<file path="config.mk">
export PLATFORM = sky130hd
export DESIGN_NAME = unidade_controle
export DESIGN_NICKNAME = d
export VERILOG_FILES = /design/src/rtl/unidade_controle.sv
export SDC_FILE = /design/constraint.sdc
export NUM_CORES = 1
export LEC_CHECK = 0
export ABC_CLOCK_PERIOD_IN_PS = 2200
export BUFFER_PORTS_ARGS = -buffer_cell sky130_fd_sc_hd__buf_2
export CAP_MARGIN = 0
export CORE_MARGIN = 4
export CORE_UTILIZATION = 42
export DETAILED_ROUTE_END_ITERATION = 7
export PLACE_DENSITY = 0.87
export RECOVER_POWER = 100
export SYNTH_ARGS = -nofsm -noshare
export SYNTH_HDL_FRONTEND = slang
export SYNTH_SLANG_ARGS = --single-unit
export TNS_END_PERCENT = 5
</file>
<file path="constraint.sdc">
create_clock -name clk -period 2.2 [get_ports clk]
set_input_delay 0.44 -clock clk [delete_from_list [all_inputs] [get_ports clk]]
set_output_delay 0.44 -clock clk [all_outputs]
set_load 0.05 [all_outputs]
</file>
<file path="src/rtl/unidade_controle.sv">
// rtl/unidade_controle.sv - multicycle control FSM for the RV64 subset datapath
//
// Sequences fetch, decode, execute, memory and writeback for ADD/SUB, ADDI,
// LD, SD, BEQ, BNE and LUI. Build macro: ILLEGAL_OP_TRAP_EN (when defined,
// unknown opcodes trap into ILEGAL and raise excecao until reset).
//
// Ports:
//   clk, reset           clock, asynchronous active-high reset
//   IR6_0, funct7_5      opcode and SUB-select bit from the instruction register
//   zero                 ALU zero flag (used only in BRANCH)
//   PCWrite, IRWrite     PC / instruction register write enables
//   LoadA, LoadB         register-file read latches
//   LoadAluOut, LoadMDR  ALUOut / MDR load enables
//   DMemWrite, RegWrite  data memory / register file write enables
//   ALUSrcA, ALUSrcB     ALU operand selects
//   ALUFct               ALU function (001 ADD, 010 SUB, 000 idle)
//   MemToReg             writeback source select
//   excecao              illegal opcode flag
//   estado               current state code
module unidade_controle (
  input  logic       clk,
  input  logic       reset,
  input  logic [6:0] IR6_0,
  input  logic       funct7_5,
  input  logic       zero,
  output logic       PCWrite,
  output logic       IRWrite,
  output logic       LoadA,
  output logic       LoadB,
  output logic       LoadAluOut,
  output logic       LoadMDR,
  output logic       DMemWrite,
  output logic       RegWrite,
  output logic       ALUSrcA,
  output logic [1:0] ALUSrcB,
  output logic [2:0] ALUFct,
  output logic [1:0] MemToReg,
  output logic       excecao,
  output logic [3:0] estado
);

  typedef enum logic [3:0] {
    BUSCA     = 4'd0,
    ESPERA    = 4'd1,
    DECODE    = 4'd2,
    R_EXEC    = 4'd3,
    ADDI_EXEC = 4'd4,
    WB_ALU    = 4'd5,
    LUI_WB    = 4'd6,
    MEM_ADDR  = 4'd7,
    LD_READ   = 4'd8,
    LD_ESPERA = 4'd9,
    LD_WB     = 4'd10,
    SD_WRITE  = 4'd11,
    BRANCH    = 4'd12,
    ILEGAL    = 4'd13
  } state_t;

  localparam logic [6:0] OP_R    = 7'b0110011;
  localparam logic [6:0] OP_ADDI = 7'b0010011;
  localparam logic [6:0] OP_LUI  = 7'b0110111;
  localparam logic [6:0] OP_LD   = 7'b0000011;
  localparam logic [6:0] OP_SD   = 7'b0100011;
  localparam logic [6:0] OP_BEQ  = 7'b1100011;
  localparam logic [6:0] OP_BNE  = 7'b1100111;

  localparam logic [2:0] FCT_IDLE = 3'b000;
  localparam logic [2:0] FCT_ADD  = 3'b001;
  localparam logic [2:0] FCT_SUB  = 3'b010;

  state_t state;

  always_ff @(posedge clk or posedge reset) begin
    if (reset) begin
      state <= BUSCA;
    end else begin
      case (state)
        BUSCA:  state <= ESPERA;
        ESPERA: state <= DECODE;
        DECODE: begin
          case (IR6_0)
            OP_R:           state <= R_EXEC;
            OP_ADDI:        state <= ADDI_EXEC;
            OP_LUI:         state <= LUI_WB;
            OP_LD, OP_SD:   state <= MEM_ADDR;
            OP_BEQ, OP_BNE: state <= BRANCH;
`ifdef ILLEGAL_OP_TRAP_EN
            default:        state <= ILEGAL;
`else
            // Unknown opcode acts as a NOP; the PC was already advanced.
            default:        state <= BUSCA;
`endif
          endcase
        end
        R_EXEC:    state <= WB_ALU;
        ADDI_EXEC: state <= WB_ALU;
        WB_ALU:    state <= BUSCA;
        LUI_WB:    state <= BUSCA;
        MEM_ADDR:  state <= (IR6_0 == OP_LD) ? LD_READ : SD_WRITE;
        LD_READ:   state <= LD_ESPERA;
        LD_ESPERA: state <= LD_WB;
        LD_WB:     state <= BUSCA;
        SD_WRITE:  state <= BUSCA;
        BRANCH:    state <= BUSCA;
`ifdef ILLEGAL_OP_TRAP_EN
        ILEGAL:    state <= ILEGAL;
`endif
        default:   state <= BUSCA;
      endcase
    end
  end

  assign estado = state;

  // Outputs are decoded from the state register rather than registered so
  // that asserting reset kills every write enable within the same cycle and
  // BUSCA outputs are visible in the first cycle after release.
  always_comb begin
    PCWrite    = 1'b0;
    IRWrite    = 1'b0;
    LoadA      = 1'b0;
    LoadB      = 1'b0;
    LoadAluOut = 1'b0;
    LoadMDR    = 1'b0;
    DMemWrite  = 1'b0;
    RegWrite   = 1'b0;
    ALUSrcA    = 1'b0;
    ALUSrcB    = 2'b00;
    ALUFct     = FCT_IDLE;
    MemToReg   = 2'b00;
    excecao    = 1'b0;
    if (!reset) begin
      case (state)
        BUSCA: begin
          ALUSrcB    = 2'b01;
          ALUFct     = FCT_ADD;
          LoadAluOut = 1'b1;
        end
        ESPERA: IRWrite = 1'b1;
        DECODE: begin
          // PC takes PC+4 from ALUOut while ALUOut captures the branch target.
          PCWrite    = 1'b1;
          LoadA      = 1'b1;
          LoadB      = 1'b1;
          ALUSrcB    = 2'b10;
          ALUFct     = FCT_ADD;
          LoadAluOut = 1'b1;
        end
        R_EXEC: begin
          ALUSrcA    = 1'b1;
          ALUFct     = funct7_5 ? FCT_SUB : FCT_ADD;
          LoadAluOut = 1'b1;
        end
        ADDI_EXEC, MEM_ADDR: begin
          ALUSrcA    = 1'b1;
          ALUSrcB    = 2'b10;
          ALUFct     = FCT_ADD;
          LoadAluOut = 1'b1;
        end
        WB_ALU: RegWrite = 1'b1;
        LUI_WB: begin
          RegWrite = 1'b1;
          MemToReg = 2'b10;
        end
        LD_ESPERA: LoadMDR = 1'b1;
        LD_WB: begin
          RegWrite = 1'b1;
          MemToReg = 2'b01;
        end
        SD_WRITE: DMemWrite = 1'b1;
        BRANCH: begin
          ALUSrcA = 1'b1;
          ALUFct  = FCT_SUB;
          // Only Mealy term: zero comes from the SUB running this cycle.
          PCWrite = ((IR6_0 == OP_BEQ) && zero) || ((IR6_0 == OP_BNE) && !zero);
        end
`ifdef ILLEGAL_OP_TRAP_EN
        ILEGAL: excecao = 1'b1;
`endif
        default: ;
      endcase
    end
  end

endmodule

</file>
# [After elaboration in Yosys (flattened, before gate mapping)]
# Cells that the tools add are included.
[word_totals] reg_bits=4 latch_bits=0 mem_bits_rw=0 romBits=0 output_inout_bits=21 memories=0
[op_classes] n_addsub=0 mul=0 div=0 magnitude_cmp=0 eq_ne=19 shifts=0 n_mux=26 bitwise_logic=0 n_reduce_logical=13
[ops] cell="$pmux 4 s7" count=1
[ops] cell="$eq 7x6->1 const B" count=3
[ops] cell="$eq 4x4->1 const B" count=5
[ops] cell="$pmux 4 s5" count=1
[ops] cell="$eq 4x3->1 const B" count=4
[ops] cell="$mux 1" count=15
[ops] cell="$eq 7x7->1 const B" count=2
[ops] cell="$mux 2" count=5
[ops] cell="$eq 4x2->1 const B" count=2
[ops] cell="$pmux 2 s2" count=2
[ops] cell="$reduce_or 4->1" count=2
[ops] cell="$eq 7x2->1 const B" count=1
[ops] cell="$eq 7x5->1 const B" count=1
[ops] cell="$pmux 2 s3" count=1
[ops] cell="$reduce_or 2->1" count=3
[ops] cell="$reduce_or 3->1" count=2
[ops] cell="$reduce_or 5->1" count=1
[ops] cell="$eq 4x1->1 const B" count=1
[ops] cell="$logic_not 4->1" count=1
[ops] cell="$logic_and 1x1->1" count=2
[ops] cell="$pmux 1 s2" count=1
[ops] cell="$logic_not 1->1" count=1
[ops] cell="$logic_or 1x1->1" count=1

# [Depth between registers and ports, before layout]
# Gate-level depths: netlist (run 1).
[depth] depth_word=5 ltp_mapped=5 depth_no_buf=4

# [Least setup slack after synthesis (run 1)]
# OpenSTA, ideal clock, no wires.
[synth_path] path_kind="register -> output" from="register state[1], in the netlist estado[1]" to="output port ALUSrcB[0]" arrival_ns=2.662 required_time_ns=1.760 path_slack_ns=-0.902 path_stages_with_launch=4 n_path_buf=1 path_cell_list="dfrtp_1 buf_2 nor2_1 nor4b_1"
[synth_via] elab_chain_len=4 elab_cells_between_ends=7 cone_classes="eq/ne: 3; mux: 2; reduce/logical: 2"
[synth_lines] item="from (decl)" line_no="71" rtl="state_t state;"
[synth_lines] item="from (signal assigned)" line_no="99" rtl="MEM_ADDR: state <= (IR6_0 == OP_LD) ? LD_READ : SD_WRITE;"
[synth_lines] item="$eq 4x3->1 or $eq 4x2->1 (tied branches)" line_no="133" rtl="case (state)"
[synth_lines] item="$reduce_or 3->1 (no line)"
[synth_lines] item="$pmux 2 s2 (*)" line_no="133"
[synth_lines] item="$mux 2 (*)" line_no="132" rtl="if (!reset) begin"
[synth_lines] item="to (decl)" line_no="35" rtl="output logic [1:0] ALUSrcB,"
# Every way passes the cells marked *; elsewhere a longest branch is shown, timed or not.

# [Final worst setup path (run 1)]
[layout_path] from="register state[0], in the netlist estado[0]" to="output port PCWrite"
[layout_via] elab_chain_len=3 elab_cells_between_ends=4 cone_classes="eq/ne: 2; mux: 2"
[layout_lines] item="$eq 4x4->1 or $eq 4x2->1 (tied branches)" line_no="133"
[layout_lines] item="$pmux 1 s2 (*)" line_no="133"
[layout_lines] item="$mux 1 (*)" line_no="132"
[layout_lines] item="to (decl)" line_no="26" rtl="output logic PCWrite,"
# Marks and branches as above.

==> summary.txt, run 1 <==
Outcome
  – Status: complete, no violations

Worst setup path
  – Crit path max-delay family: simple AND/OR/NAND/NOR gates
  – Crit-path cells: or4b_4 -> a21oi_2 -> clkbuf_4
  – Worst Path Required: around 1.8 ns
  – Element type at the critical path start: flop
  – Worst r2r dst: estado[0]
  – WS Path Type: flop to output pin
  – FF-to-FF Start: estado[0]
  – Levels on crit path: 3
  – R2R Setup Slk: between 0.5 and 0.6 ns
  – Bufs and invs on worst path: 1
  – Max stage delay on crit path: 0.62 ns
  – Worst r2r path cells: 4
  – Slowest-stage cell, CP: or4b_4
  – Crit path max fanout: 10
  – Crit path DAT: between 1.5 and 2 ns
  – CP endpoint kind: output pin

Finish
  – Area grow syn2layout: 33.6%
  – Max reg flops: 4
  – Share of cells above drive strength 1: between 40% and 50%
  – Nets: 120
  – Post-layout util: 63.7%
  – Diodes inserted: 0
  – Fin area: 756 µm²

Yosys
  – Async SR Flop Fraction: 100%
  – Synthesized flop and latch total: 4
  – Most frequent cell after synthesis: nor2_1
  – Post-Syn Area: 566 µm²
  – Synth area leaders: dfrtp_1 18%, nor2_1 9.3%, buf_4 5.3%, a21oi_1 4.4%, nor4_4 3.8%
  – Post-synth top area share: 17.7%
  – Ys flop type: dfrtp_1
  – Number of synthesized flops with an enable pin: 0
  – Yosys warns: 0
  – Library cells used by synthesis: 36
  – Synthesized netlist cell count: 79
  – Main combinational cell family by area after synthesis: simple AND/OR/NAND/NOR gates
  – Top cells by count, synth: 14 x nor2_1, 5 x a21oi_1, 5 x nand2_1
  – Avg Cell Area, Syn: 7.16 µm²
  – Mux cell area share after synthesis: 1.99%
  – Synth Area in Compound Gates: 19.5%
  – Area fraction in and, or, nand and nor cells after synthesis: 46.9%
  – Adder-cell share of the synthesized area: 0%
  – Synth Area in XOR/XNOR: 1.55%
  – Yosys top cell by area: dfrtp_1
  – Sequential element share of the synthesized area: roughly 18%

Global routing
  – Vias in the first global route: around 660
  – Total GRT Usage: about a fifth
  – Largest net degree at the start of global routing: 17
  – GRT overflow: 0
  – Initial antenna violation count: 0
  – First-pass GRT wire length: 2950 µm

Power
  – Logic gate share of total power: 74.5%
  – Pwr/cell area: 1340 mW/mm²
  – Peak supply drop: 0.718 mV
  – Clock Power Share: 9.4%
  – Sw Pwr: 0.650 mW
  – LEAKAGE: 0.310 nW
  – Reg power frac: 16.1%
  – Sw frac: 64.1%
  – Power Internal: roughly 0.36 mW

Place
  – Pre-CTS WS: 0.257 ns
  – Post-DP HPWL: 1300 µm
  – Port-buffer cells: 29
  – Placed Instance Area: 728 µm²
  – Placer Congestion: 0.821

Die
  – # IOs: 32
  – Die Ht: 44.7 µm
  – Die Wd: 44.7 µm
  – Initial core utilization: 47.7%
  – Core Area: ~0.0012 mm²
  – Die area: 0.00200 mm²
  – # rows: 12

CTS
  – CTS root buffer: clkbuf_4
  – Max Buffers Root-to-Sink: 2
  – Setup Fix Bufs, Post-CTS: 0
  – Total clock sinks: 4
  – Clock latency on the worst-skew pair: 0.24 ns
  – # hold bufs at CTS: 0
  – CTS tree: yes
  – H-tree levels: 1
  – Total CTS buffers: 3
  – Reg clk slew, reported paths: 0.04 ns

Drt
  – Vias: 693
  – Final ANT Viol Nets: 0
  – Met3 wire length: approximately 160 µm
  – Met2 wire len: 824 µm
  – Met1 WL: 669 µm
  – WL/cell: 13.9 µm
  – DRC errors left: 0
  – Routed Wire Length: 1680 µm
  – Top Layer Used: met4
  – Iteration-0 DRC Markers: 33
  – Vias/cell: 5.73
  – TritonRoute pass-1 iters: 5

Timing
  – Final Hold Fails: 0
  – Final worst path period need: 2.14 ns
  – Post-Route Skew: 0.00339 ns
  – Slew HR: 59.7%
  – Fin worst setup slack: 0.0591 ns
  – Final setup fails: 0
  – Least-Margin Pin Slew: 0.604 ns
  – RSZ-0062 raised after global routing: no
  – Fin. max-slew vios: 0
  – F_max: 0.467 GHz
  – Setup TNS: 0 ns
  – Final period util: 97.3%

Flow run
  – Max-cap violations: 0

Hold path
  – Hold Path Class: input pin to asynchronous set/reset pin
[through the flow]
stage          hold WS [ns]  cells  power (mW)
2_1_floorplan         0.508     80       0.775
3_3_place_gp          0.466    118       0.894
4_1_cts               0.217    121        1.01
5_1_grt               0.385    121        1.08
3_5_place_dp          0.471    118       0.909
6_report              0.361    121        1.01
[kinds of logic after synthesis]
family | count (synthesis)
simple gates | 44
flops | 4
buf+inv | 11
compound gates | 17
xor+xnor | 1
other cells | 1
mux | 1
[how the worst max path moves through the flow]
stage / to / startpoint
2_1_floorplan: ALUSrcA / estado[1]
3_3_place_gp: PCWrite / estado[0]
3_5_place_dp: PCWrite / estado[1]
4_1_cts: PCWrite / estado[1]
5_1_grt: RegWrite / estado[3]
6_report: PCWrite / estado[0]
[layout by cell type, fill, tap and decap left out, types with 3 or more instances in the layout]
master	Yosys	layout
clkbuf_2	0	11
nand2_1	5	5
buf_2	2	9
clkbuf_4	0	6
inv_1	3	3
a21oi_1	5	4
buf_4	4	3
clkbuf_1	1	6
nand2b_1	3	3
nor2_1	14	12
o21ai_0	4	4
[worst reg2reg max path, stage by stage, from the launching register on]
cell	delay [ns]
dfrtp_2	0.45
or4b_4	0.62
nor4_4	0.25
o221ai_2	0.15
o311ai_1	0.11
[cell type report]
type	count	area (µm²)
Timing Repair Buffer	32	168
Multi-Input combinational cell	65	434
Inverter	3	11.3
Tap cell	14	17.5
Fill cell	100	430
Clock buffer	3	22.5
Sequential cell	4	103
[power groups by stage]
stage                     Combinational (mW)  Sequential [mW]  Clock [mW]
after floorplan                        0.546            0.229           0
after global placement                 0.745            0.148           0
after detailed placement               0.753            0.156           0
after CTS                              0.756            0.155      0.0951
after global routing                   0.807            0.172       0.101
final                                  0.756            0.163      0.0952
[what timing repair did]
| action | CTS | global route |
|---|---|---|
| endpoints found under the setup margin | 0 | 7 |
| endpoints found under the hold margin | 0 | 0 |
| gates resized for setup | 0 | 7 |
[routing by layer]
layer | GRT usage [%] | vias up
met5 | 0 | -
met4 | 9.64 | 0
met3 | 7.17 | 8
met2 | 28.7 | 31
met1 | 25.5 | 319
li1 | - | 335
No activity file was read; power rests on OpenSTA's default activity.
==> run 2, diff against run 1 <==
--- a/config.mk
+++ b/config.mk
@@ -13,6 +13,7 @@
 export DETAILED_ROUTE_END_ITERATION = 7
 export PLACE_DENSITY = 0.87
 export RECOVER_POWER = 100
+export REMOVE_ABC_BUFFERS = 1
 export SYNTH_ARGS = -nofsm -noshare
 export SYNTH_HDL_FRONTEND = slang
 export SYNTH_SLANG_ARGS = --single-unit
==> run 2 against run 1 <==
Clock-buffer cell count is the same. Sequential cell count is the same. Register-to-register slack is essentially flat. Highest routed layer unchanged. Non-clock buffer count grew 1. Critical path type unchanged. Clock skew grew 0.0020 ns. Combinational power is essentially flat. Die area is the same. Design area shrank 2.5%. Critical path depth is the same.
==> summary.txt, run 2 (synthesized netlist as in run 1, its figures left out) <==
Outcome
  – Status: complete, no violations

Global routing
  – Initial antenna violation count: 0 (unchanged)
  – Largest net degree at the start of global routing: 17 (unchanged)
  – First-pass GRT wire length: 2450 µm (-17%)
  – Total GRT Usage: 17.0% (-2.7 points)
  – GRT overflow: 0 (unchanged)
  – Vias in the first global route: 549 (-16%)

Timing
  – F_max: 0.473 GHz (+1.2%)
  – Fin worst setup slack: 0.0850 ns (+0.0259 ns)
  – Least-Margin Pin Slew: 0.606 ns (+0.00153 ns)
  – RSZ-0062 raised after global routing: no
  – Slew HR: 59.8% (+0.071 points)
  – Final Hold Fails: 0 (unchanged)
  – Fin. max-slew vios: 0 (unchanged)
  – WHS: 0.273 ns (-0.0885 ns)
  – Final worst path period need: 2.12 ns (-0.0259 ns)
  – Final setup fails: 0 (unchanged)
  – Final period util: 96.1% (-1.2 points)
  – Post-Route Skew: 0.00537 ns (+0.00198 ns)

Worst setup path
  – CP endpoint kind: output pin
  – Bufs and invs on worst path: 1 (unchanged)
  – Crit-path cells: or4b_4 -> a21oi_1 -> buf_4
  – Slowest-stage cell, CP: or4b_4
  – Crit path DAT: 1.68 ns (-0.02 ns)
  – WS Path Type: flop to output pin
  – Crit path max-delay family: simple AND/OR/NAND/NOR gates
  – Crit path max fanout: 10 (unchanged)
  – Max stage delay on crit path: 0.61 ns (about the same)
  – Element type at the critical path start: flop
  – Worst Path Required: 1.76 ns (about the same)

Die
  – # rows: 12 (unchanged)
  – Die Wd: 44.7 µm (unchanged)
  – Core Area: 0.00119 mm² (unchanged)
  – # IOs: 32 (unchanged)
  – Die Ht: 44.7 µm (unchanged)
  – Initial core utilization: 47.7% (unchanged)
  – Die area: 0.00200 mm² (unchanged)

Power
  – LEAKAGE: 0.313 nW (+1.2%)
  – Pwr/cell area: 1360 mW/mm² (+1.2%)
  – Final Power: 1.00 mW (-1.3%)
  – Peak supply drop: 0.771 mV (+7.4%)

Finish
  – Area grow syn2layout: 30.3%
  – Reg area: 101 µm² (-1.2%)
  – Nets: 121 (+0.83%)
  – Area of the multi-input gates: 405 µm² (-6.6%)
  – Most frequent cells in the layout: 13 x nor2_1, 12 x clkbuf_2, 8 x buf_2
  – Share of cells above drive strength 1: 35.2% (-5.0 points)
  – Post-layout util: 62.1% (-1.6 points)
  – Max reg flops: 4 (unchanged)
  – Most common cell after layout, fill and taps aside: nor2_1
  – Fillers: 114 (+14%)
  – Diodes inserted: 0 (unchanged)
  – Non-Filler Instances: 122 (+0.83%)

CTS
  – Clock latency on the worst-skew pair: 0.25 ns (about the same)
  – Post-CTS sizing: 0 (unchanged)
  – Max Buffers Root-to-Sink: 2 (unchanged)
  – CTS root buffer: clkbuf_4
  – # hold bufs at CTS: 0 (unchanged)
  – H-tree levels: 1 (unchanged)
  – Total clock sinks: 4 (unchanged)
  – Reg clk slew, reported paths: 0.04 ns (about the same)
  – Total CTS buffers: 3 (unchanged)
  – Setup Fix Bufs, Post-CTS: 0 (unchanged)
  – CTS tree: yes

Drt
  – Vias/cell: 5.61 (-2.1%)
  – WL/cell: 13.0 µm (-6.9%)
  – Vias: 684 (-1.3%)
  – DRC errors left: 0 (unchanged)
  – TritonRoute pass-1 iters: 4 (-1)
  – Iteration-0 DRC Markers: 8 (-76%)
  – Final ANT Viol Nets: 0 (unchanged)
  – Routed Wire Length: 1580 µm (-6.1%)

Place
  – Port-buffer cells: 29 (unchanged)
  – Post-DP HPWL: 1190 µm (-7.9%)
  – Placed Cells: 119 (+0.85%)
  – Placer Congestion: 0.876 (+6.6%)
  – Pre-CTS WS: 0.279 ns (+0.0219 ns)

Hold path
  – Hold Path Class: input pin to asynchronous set/reset pin

Flow run
  – Max-cap violations: 0 (unchanged)
[run 2: path summary, 6_finish.rpt]
check,startpoint,endpoint,slack (ns),cells after the start
worst min register to register,estado[3],estado[2],0.65,2
max in group asynchronous,reset,estado[0],1.73,2
worst max register to register,estado[0],estado[0],0.51,4
worst max-delay path,estado[0],PCWrite,0.08,3
min in group clk,IR6_0[4],estado[1],0.54,3
worst min-delay path,reset,estado[3],0.27,2
[run 2: worst register-to-register path, cell delays in order, from the launching register on]
cell and delay (ns):
dfrtp_2 0.45, or4b_4 0.61, nor4_4 0.25, o221ai_2 0.16
o311ai_1 0.11
[run 2: where the power goes]
| part | internal [mW] | switching [mW] | leakage [nW] | total [mW] |
|---|---|---|---|---|
| combinational | 0.199 | 0.556 | 0.249 | 0.755 |
| sequential | 0.105 | 0.0389 | 0.0506 | 0.144 |
| clock | 0.0617 | 0.0402 | 0.0138 | 0.102 |
[run 2: layout make-up]
cell class,count,share of cell area [%]
tap,14,2.38
timing repair buffer,33,24.3
sequential,4,13.8
multi-input combinational,65,55.0
clock buffer,3,3.06
inverter,3,1.53
[run 2: per-stage QoR]
stage | cell area, µm² | setup TNS [ns]
floorplan | 514 | -5.19
global placement | 707 | 0
detailed placement | 707 | 0
CTS | 729 | 0
global route | 737 | 0
finish | 737 | 0
[run 2: per-layer routing]
metal	vias up	wire, µm	global-route usage [%]
li1	337	-	-
met1	323	645	20.1
met5	-	0	0
met3	3	128	7.17
met4	0	14	7.23
met2	21	790	26.6
==> run 3, diff against run 2 <==
--- a/config.mk
+++ b/config.mk
@@ -5,13 +5,14 @@
 export SDC_FILE = /design/constraint.sdc
 export NUM_CORES = 1
 export LEC_CHECK = 0
-export ABC_CLOCK_PERIOD_IN_PS = 2200
+export ABC_CLOCK_PERIOD_IN_PS = 1800
 export BUFFER_PORTS_ARGS = -buffer_cell sky130_fd_sc_hd__buf_2
 export CAP_MARGIN = 0
 export CORE_MARGIN = 4
-export CORE_UTILIZATION = 42
+export CORE_UTILIZATION = 38
 export DETAILED_ROUTE_END_ITERATION = 7
-export PLACE_DENSITY = 0.87
+export GPL_TIMING_DRIVEN = 0
+export PLACE_DENSITY = 0.83
 export RECOVER_POWER = 100
 export REMOVE_ABC_BUFFERS = 1
 export SYNTH_ARGS = -nofsm -noshare
==> constraint.sdc (replaced) <==
create_clock -name clk -period 1.8 [get_ports clk]
set_input_delay 0.36 -clock clk [delete_from_list [all_inputs] [get_ports clk]]
set_output_delay 0.36 -clock clk [all_outputs]
set_load 0.05 [all_outputs]
==> run 3 against run 2 <==
The run now ends with setup timing left. Power is 49% higher. Wire length rose by 31%. Worst hold slack worse by 0.13 ns. Sequential cell count did not move. Sequential share of layout area down 2.1 points. Clock power rose by 8%. Critical path depth stayed put. Global-route usage is 3.5 points higher. Cell count is 7.4% higher. Core utilization is 4.9 points higher. Sequential power increased by 46%. Die area grew 8.6%. Largest cell class unchanged. Highest routed layer unchanged.
==> summary.txt, run 3 (synthesized netlist as in run 1, its figures left out) <==
Place
  – Placer Congestion: 0.839 (-4.1%)
  – Pre-CTS WS: -0.125 ns (-0.404 ns)
  – Post-DP HPWL: 1170 µm (-2.0%)
  – Placed Cells: 116 (-2.5%)
  – Port-buffer cells: 29 (unchanged)
  – Placed Instance Area: 678 µm² (-4.1%)

CTS
  – Total clock sinks: 4 (unchanged)
  – CTS root buffer: clkbuf_4
  – Max Buffers Root-to-Sink: 2 (unchanged)
  – Total CTS buffers: 3 (unchanged)
  – Clock latency on the worst-skew pair: 0.23 ns (-0.02 ns)
  – H-tree levels: 1 (unchanged)
  – CTS tree: yes
  – # hold bufs at CTS: 0 (unchanged)
  – Reg clk slew, reported paths: 0.04 ns (about the same)

Global routing
  – GRT overflow: 0 (unchanged)
  – First-pass GRT wire length: 3220 µm (+31%)
  – Total GRT Usage: 20.5% (+3.5 points)
  – Initial antenna violation count: 0 (unchanged)
  – Largest net degree at the start of global routing: 11 (-6)
  – Vias in the first global route: 703 (+28%)

Drt
  – Vias/cell: 5.85 (+4.4%)
  – DRC errors left: 0 (unchanged)
  – Vias: 767 (+12%)
  – WL/cell: 15.8 µm (+22%)
  – Iteration-0 DRC Markers: 17 (+9)
  – TritonRoute pass-1 iters: 4 (unchanged)
  – Final ANT Viol Nets: 0 (unchanged)
  – Routed Wire Length: 2070 µm (+31%)

Finish
  – Share of cells above drive strength 1: 52.6% (+17 points)
  – Fillers: 108 (-5.3%)
  – Fin area: 905 µm² (+23%)
  – Diodes inserted: 0 (unchanged)
  – Post-layout util: 67.0% (+4.9 points)
  – Most common cell after layout, fill and taps aside: buf_4
  – Non-Filler Instances: 131 (+7.4%)
  – Max reg flops: 4 (unchanged)
  – Area grow syn2layout: 60.0%
  – Nets: 129 (+6.6%)
  – Most frequent cells in the layout: 20 x buf_4, 13 x buf_2, 11 x nor2_1

Worst setup path
  – Crit-path cells: or4b_4 -> a21oi_4 -> buf_6
  – CP endpoint kind: output pin
  – Crit path max fanout: 4 (-6)
  – WS Path Type: flop to output pin
  – Crit path DAT: 1.57 ns (-0.11 ns)
  – Element type at the critical path start: flop
  – Worst Path Required: 1.44 ns (-0.32 ns)
  – Slowest-stage cell, CP: or4b_4
  – Max stage delay on crit path: 0.60 ns (about the same)

Flow run
  – Max-cap violations: 0 (unchanged)

Timing
  – Final Hold Fails: 0 (unchanged)
  – Fin. max-slew vios: 0 (unchanged)
  – WHS: 0.147 ns (-0.126 ns)
  – Final worst path period need: between 1.5 and 2 ns
  – Fin worst setup slack: -0.135 ns (-0.220 ns)
  – Setup TNS: -0.729 ns (-0.729 ns)
  – Post-Route Skew: 0.00281 ns (-0.00256 ns)
  – Final period util: 107%
  – Final setup fails: 14 (+14)
  – F_max: 0.517 GHz
  – RSZ-0062 raised after global routing: yes

Die
  – Initial core utilization: 41.9% (-5.8 points)
  – Die Wd: 46.6 µm (+4.2%)
  – Die Ht: 46.6 µm (+4.2%)
  – # IOs: 32 (unchanged)
  – Die area: 0.00217 mm² (+8.6%)
  – # rows: 13 (+1)
  – Core Area: 0.00135 mm² (+14%)

Power
  – Final Power: 1.49 mW (+49%)
  – LEAKAGE: 0.388 nW (+24%)
  – Peak supply drop: 0.752 mV (-2.5%)
  – Pwr/cell area: 1650 mW/mm² (+21%)

Outcome
  – Status: finished, violations left
  – Failing checks: setup timing

Hold path
  – Hold Path Class: input pin to asynchronous set/reset pin
[run 3: changes by cell type in the layout (fill, tap and decap cells not counted), moves of 2 or more]
cell / change
a21oi_1: -2
buf_2: +5
buf_4: +14
buf_6: +6
clkbuf_1: -5
clkbuf_2: -12
dfrtp_1: -3
dfrtp_2: +3
nand2b_1: -2
nand2b_4: +2
nor2_1: -2
[run 3: report_power, final]
group	internal, mW	switching [mW]
logic	0.417	0.754
registers	0.134	0.0759
clock network	0.0745	0.0355
[run 3: critical path, delay by kind of cell (launching register included)]
kind            cells  cell delay, ns
compound gates      1            0.14
buf+inv             1            0.17
flops               1            0.43
simple gates        1            0.60
[run 3: metal layers]
metal | part of all wire [%] | vias to the layer above | wire (µm) | GRT usage [%]
met5 | 0 | - | 0 | 0
met4 | 0.97 | 0 | 20 | 6.25
met3 | 6.9 | 4 | 142 | 4.30
met2 | 50 | 38 | 1030 | 33.2
met1 | 42 | 367 | 876 | 26.8
li1 | - | 358 | - | -
[run 3: final timing paths]
path                       slack (ns)       from  cells past startpoint         to
max in group asynchronous        1.46      reset                      2  estado[1]
min                              0.15      reset                      2  estado[3]
min in group clk                 0.48   IR6_0[4]                      3  estado[1]
max reg2reg                     -0.01  estado[2]                      5  estado[0]
min reg2reg                      0.65  estado[3]                      2  estado[2]
max                             -0.13  estado[2]                      3    PCWrite
[run 3: final cells by class]
cell class	instances	area, µm²	share of cell area [%]
clock buffer	3	22.5	2.49
inverter	3	11.3	1.24
multi-input combinational	65	449	49.7
sequential	4	105	11.6
tap	15	18.8	2.07
timing repair buffer	41	298	32.9
[run 3: repair_timing]
action                                  in CTS  in global routing
pin swaps                                    2                  2
endpoints found under the setup margin      15                 16
setup buffers                               11                  1
gates resized for setup                     22                 20
endpoints found under the hold margin        0                  0
